--- config.mk ---
export PLATFORM = sky130hd
export DESIGN_NAME = gol_gen_ctrl
export DESIGN_NICKNAME = d
export VERILOG_FILES = /design/src/rtl/gol_gen_ctrl.sv
export SDC_FILE = /design/constraint.sdc
export NUM_CORES = 1
export LEC_CHECK = 0
export ABC_AREA = 1
export CORE_MARGIN = 1.5
export CORE_UTILIZATION = 52
export DETAILED_ROUTE_END_ITERATION = 6
export HOLD_SLACK_MARGIN = 0.12
export PLACE_DENSITY = 0.86
export SLEW_MARGIN = 20
export SYNTH_ARGS = -nofsm -noshare
export SYNTH_HDL_FRONTEND = slang
export SYNTH_SLANG_ARGS = --single-unit
export TNS_END_PERCENT = 1
--- constraint.sdc ---
create_clock -name clk_i -period 2.3 [get_ports clk_i]
set_clock_uncertainty 0.1 [all_clocks]
set_input_delay 0.23 -clock clk_i [delete_from_list [all_inputs] [get_ports clk_i]]
set_output_delay 0.23 -clock clk_i [all_outputs]
set_load 0.03 [all_outputs]
--- src/rtl/gol_gen_ctrl.sv ---
// Generation sequencer for a double-buffered Game of Life grid: zeroes both
// buffers on clear, then sweeps every cell through an external rule engine.
module gol_gen_ctrl #(
    parameter int  ROWS   = 16,
    parameter int  COLS   = 16,
    parameter int  CNT_W  = 9,
    parameter int  GEN_W  = 16,
    localparam int CELLS  = ROWS * COLS,
    localparam int ADDR_W = $clog2(CELLS)
) (
    input  logic              clk_i,
    input  logic              rst_i,
    input  logic              step_i,
    input  logic              run_i,
    input  logic              clear_req_i,
    output logic [ADDR_W-1:0] rd_addr_o,
    output logic              rd_buf_o,
    input  logic              cur_cell_i,
    input  logic              nxt_cell_i,
    output logic              wr_en_o,
    output logic              wr_buf_o,
    output logic [ADDR_W-1:0] wr_addr_o,
    output logic              wr_data_o,
    output logic              busy_o,
    output logic              done_o,
    output logic [CNT_W-1:0]  birth_cnt_o,
    output logic [CNT_W-1:0]  death_cnt_o,
    output logic [GEN_W-1:0]  gen_cnt_o,
    output logic              active_buf_o
);

    // state | meaning
    // CLEAR | zero buf 0 then buf 1, one cell per cycle
    // IDLE  | wait for clear_req / step / run
    // SCAN  | read cell idx, write previous cell into the other buffer
    // DRAIN | final write for the last cell, no read
    // SWAP  | flip active buffer, publish tallies, pulse done
    typedef enum logic [2:0] {S_CLEAR, S_IDLE, S_SCAN, S_DRAIN, S_SWAP} state_e;

    localparam logic [ADDR_W-1:0] LAST = ADDR_W'(CELLS - 1);

    state_e             state_q, state_d;
    logic [ADDR_W-1:0]  idx_q, idx_d;
    logic               pass_q, pass_d;
    logic               wr_pend_q, wr_pend_d;
    logic [ADDR_W-1:0]  wr_addr_q, wr_addr_d;
    logic [CNT_W-1:0]   birth_tally_q, birth_tally_d;
    logic [CNT_W-1:0]   death_tally_q, death_tally_d;
    logic [CNT_W-1:0]   birth_cnt_q, birth_cnt_d;
    logic [CNT_W-1:0]   death_cnt_q, death_cnt_d;
    logic [GEN_W-1:0]   gen_cnt_q, gen_cnt_d;
    logic               active_q, active_d;
    logic               clear_last;

    assign clear_last = (state_q == S_CLEAR) && pass_q && (idx_q == LAST);

    always_ff @(posedge clk_i) begin
        if (rst_i) state_q <= S_CLEAR;
        else       state_q <= state_d;
    end

    always_comb begin
        state_d = state_q;
        case (state_q)
            S_CLEAR: if (clear_last) state_d = S_IDLE;
            S_IDLE: begin
                if (clear_req_i)         state_d = S_CLEAR;
                else if (step_i || run_i) state_d = S_SCAN;
            end
            S_SCAN: begin
                if (clear_req_i)        state_d = S_CLEAR;
                else if (idx_q == LAST) state_d = S_DRAIN;
            end
            S_DRAIN: state_d = clear_req_i ? S_CLEAR : S_SWAP;
            S_SWAP:  state_d = (run_i && !clear_req_i) ? S_SCAN : S_IDLE;
            default: state_d = S_CLEAR;
        endcase
    end

    always_comb begin
        idx_d         = '0;
        pass_d        = pass_q;
        wr_pend_d     = (state_q == S_SCAN) && (state_d != S_CLEAR);
        wr_addr_d     = idx_q;
        birth_tally_d = birth_tally_q;
        death_tally_d = death_tally_q;
        birth_cnt_d   = birth_cnt_q;
        death_cnt_d   = death_cnt_q;
        gen_cnt_d     = gen_cnt_q;
        active_d      = active_q;

        if (state_q == S_CLEAR || state_q == S_SCAN) idx_d = idx_q + ADDR_W'(1);
        if (state_q == S_CLEAR && idx_q == LAST) pass_d = ~pass_q;

        if (state_q == S_IDLE || state_q == S_SWAP) begin
            birth_tally_d = '0;
            death_tally_d = '0;
        end else if (wr_pend_q) begin
            if (!cur_cell_i && nxt_cell_i) birth_tally_d = birth_tally_q + CNT_W'(1);
            if (cur_cell_i && !nxt_cell_i) death_tally_d = death_tally_q + CNT_W'(1);
        end

        if (state_q == S_SWAP) begin
            birth_cnt_d = birth_tally_q;
            death_cnt_d = death_tally_q;
            gen_cnt_d   = gen_cnt_q + GEN_W'(1);
            active_d    = ~active_q;
        end

        // An aborted sweep keeps its published results until the clear finishes.
        if (clear_last) begin
            birth_cnt_d   = '0;
            death_cnt_d   = '0;
            gen_cnt_d     = '0;
            active_d      = 1'b0;
            birth_tally_d = '0;
            death_tally_d = '0;
        end

        if (state_d == S_CLEAR && state_q != S_CLEAR) begin
            idx_d  = '0;
            pass_d = 1'b0;
        end
    end

    always_ff @(posedge clk_i) begin
        if (rst_i) begin
            idx_q         <= '0;
            pass_q        <= 1'b0;
            wr_pend_q     <= 1'b0;
            wr_addr_q     <= '0;
            birth_tally_q <= '0;
            death_tally_q <= '0;
            birth_cnt_q   <= '0;
            death_cnt_q   <= '0;
            gen_cnt_q     <= '0;
            active_q      <= 1'b0;
        end else begin
            idx_q         <= idx_d;
            pass_q        <= pass_d;
            wr_pend_q     <= wr_pend_d;
            wr_addr_q     <= wr_addr_d;
            birth_tally_q <= birth_tally_d;
            death_tally_q <= death_tally_d;
            birth_cnt_q   <= birth_cnt_d;
            death_cnt_q   <= death_cnt_d;
            gen_cnt_q     <= gen_cnt_d;
            active_q      <= active_d;
        end
    end

    always_comb begin
        rd_addr_o    = (state_q == S_SCAN) ? idx_q : '0;
        rd_buf_o     = active_q;
        busy_o       = (state_q != S_IDLE);
        done_o       = !rst_i && ((state_q == S_SWAP) || clear_last);
        birth_cnt_o  = birth_cnt_q;
        death_cnt_o  = death_cnt_q;
        gen_cnt_o    = gen_cnt_q;
        active_buf_o = active_q;
        if (state_q == S_CLEAR) begin
            wr_en_o   = !rst_i;
            wr_buf_o  = pass_q;
            wr_addr_o = idx_q;
            wr_data_o = 1'b0;
        end else begin
            wr_en_o   = !rst_i && wr_pend_q;
            wr_buf_o  = ~active_q;
            wr_addr_o = wr_addr_q;
            wr_data_o = wr_pend_q && nxt_cell_i;
        end
    end

endmodule

==> impl_metrics.csv <==
group,metric,value,unit
critical_path,r2r_cells,9,
placed_design,dpl.cell_count,570,
floorplanning,die_height,83.0,µm
route,drc,0,
grt,use_met1,25.3,%
finish,syn_to_final_growth,26.9,%
hold_path,hold_class,"reg2reg",
clocking,cts.sinks,74,
critical_path,cp-end-kind,"output pin",
route,vias,2969,
placed_design,dp_slack,139,ps
synthesis,synth_fp_nets,448,
critical_path,cp-startpoint,"state_q[2]",
finish,final_util,69.6,%
flow_run,drv_cap,0,
floorplanning,row_count,28,
sta,worst_slew_pin_slew,452,ps
power,irDropWorstVdd,415,µV
synthesis,ys_warn_count,0,
clocking,htreeDepth,3,
floorplanning,die-area,0.00688,mm²
finish,fin_area,0.00422,mm²
clocking,clockRootBuffer,"clkbuf_8",
synthesis,syn-instance-count,437,
floorplanning,core_area,0.00606,mm²
clocking,cts_tree,"done",
critical_path,required,1970,ps
grt,grt_pass1_vias,2875,
finish,antenna_cells,0,
placed_design,io_buffers,63,
finish,drive_above_1_share,13.7,%
critical_path,cp-start-kind,"flop",
sta,setup-violations-final,0,
finish,final_common_cell,"nand2_1",
sta,finalCritPeriodShare,97.2,%
grt,met2_usage,37.9,%
synthesis,async_flop_share,0,%
placed_design,place.gp.congestion,0.816,
power,power.density,611,mW/mm²
route,routed_wl,7.25,mm
synthesis,netlist_area,0.00332,mm²
grt,track_usage,21.7,%
grt,antenna_found_initial,0,
critical_path,critical_path.endpoint,"busy_o",
synthesis,synth-main-ff-cell,"dfxtp_1",
finish,final_cell_mix,"101 x nand2_1, 74 x dfxtp_1, 50 x nor2_1",
critical_path,critical_path_arrival,1910,ps
grt,grt_overflow_total,0,
critical_path,crit_fanout,5,
sta,layout_min_cycle_time,2240,ps
route,viasPerCell,5.07,
sta,tns,0,ps
run_status,status,"complete, no violations",
finish,nFillCells,492,
route,first_pass_iters,4,
sta,max_slew_margin,69.6,%
placed_design,hpwl,5.30,mm
critical_path,reg2reg_from,"state_q[0]",
power,p_leak,1.63,nW
critical_path,r2r-end,"gen_cnt_o[10]",
grt,use_met3,4.17,%
route,drt_iter0_markers,105,
grt,grt_max_degree,25,
floorplanning,die_w,83.0,µm
clocking,cts_inserted_buffers,9,
sta,worst_slack,63.3,ps
synthesis,yosysSeqAreaShare,44.6,%
grt,grt-busiest-layer,"met2",
sta,timing.fmax,447,MHz
sta,rsz0062_at_grt,"yes",
placed_design,placed_area,0.00402,mm²
route,ant_nets,0,
finish,fin_cells,586,
synthesis,avgSynthCellArea,7.61,µm²
floorplanning,io_pins,64,
finish,fin_nets,517,
synthesis,synth_edf_count,0,
clocking,cts-hold-fix-buffers,0,
floorplanning,initial_core_util,54.9,%
sta,maxSlewViolCount,0,
grt,grt_pass1_wl,12.4,mm
sta,hold_violations,0,
synthesis,ys_ff_latch,74,
route,wl_per_cell,12.4,µm
clocking,clk_pin_slew_worst_paths,70,ps
clocking,clk_latency,350,ps
clocking,cts_buffer_depth,2,
critical_path,r2r_slack,160,ps
synthesis,synth.distinct_cells,37,
critical_path,critical_path_class,"reg2out",
clocking,post_cts_buffers,0,
## where the power goes
part	internal, mW	switching [mW]	leakage, nW
clock	0.720	0.473	0.114
sequential	1.29	0.00544	0.597
combinational	0.0309	0.0588	0.915
total	2.04	0.537	1.63
## state kept, by name (all words and copies together), names as in the netlist, 3 cells and up
register,flops
death_cnt_o,9
birth_tally_q,9
state_q,3
gen_cnt_o,16
wr_addr_q,8
idx_q,8
death_tally_q,9
birth_cnt_o,9
## final cells by class
type	instances	area, µm²	share of cell area, %
clock buffer	11	131	3.11
sequential	74	1480	35.1
inverter	48	180	4.27
multi-input combinational	303	1580	37.6
timing repair buffer	70	644	15.3
tap	75	93.8	2.22
clock inverter	5	103	2.43
## critical path, cell delays in order, from the launching register on
cell and delay, ps:
dfxtp_1 490, buf_4 200, nor2_1 70, nand2_1 120
clkdlybuf4s50_1 680
## what timing repair did
action	in CTS	in global routing
endpoints found under the setup margin	20	10
hold endpoints to repair	0	0
resized for setup	20	17
## cell families after synthesis
group / Yosys count / synth area share, %
flops: 74 / 44.6
buf+inv: 60 / 7.79
compound gates: 63 / 10.5
fa+ha+maj: 4 / 1.51
simple gates: 221 / 31.7
xor+xnor: 15 / 3.95
## layer usage
metal / share of wire (%) / wire length, µm
met1: 46 / 3300
met3: 3.6 / 258
met4: 1.6 / 118
met2: 49 / 3570
met5: 0 / 0
## per-stage QoR
| stage | hold slack (ps) | power [mW] |
|---|---|---|
| global placement | 351 | 1.41 |
| global route | 377 | 2.65 |
| floorplan | 199 | 1.38 |
| finish | 364 | 2.58 |
| detailed placement | 356 | 1.42 |
| CTS | 366 | 2.59 |
## synthesized netlist by cell type (all sizes together) (4+ instances only)
master | instances | area, µm²
a21oi | 40 | 219
buf | 9 | 67.6
dfxtp | 74 | 1480
ha | 4 | 50.1
inv | 48 | 180
nand2 | 108 | 443
nand3 | 19 | 100
nand4 | 8 | 71.3
nor2 | 68 | 334
nor3 | 10 | 55.1
o21ai | 17 | 85.1
or2 | 4 | 25.0
xor2 | 13 | 114
## how the worst min path moves through the flow
stage,startpoint,to,depth (start not counted)
2_1_floorplan,rst_i,state_q[0],1
3_3_place_gp,idx_q[0],idx_q[0],1
3_5_place_dp,birth_cnt_o[5],birth_cnt_o[5],2
4_1_cts,death_cnt_o[1],death_cnt_o[1],2
5_1_grt,death_cnt_o[1],death_cnt_o[1],2
6_report,birth_cnt_o[5],birth_cnt_o[5],2
Note: power is estimated with default switching activity, not from simulation.
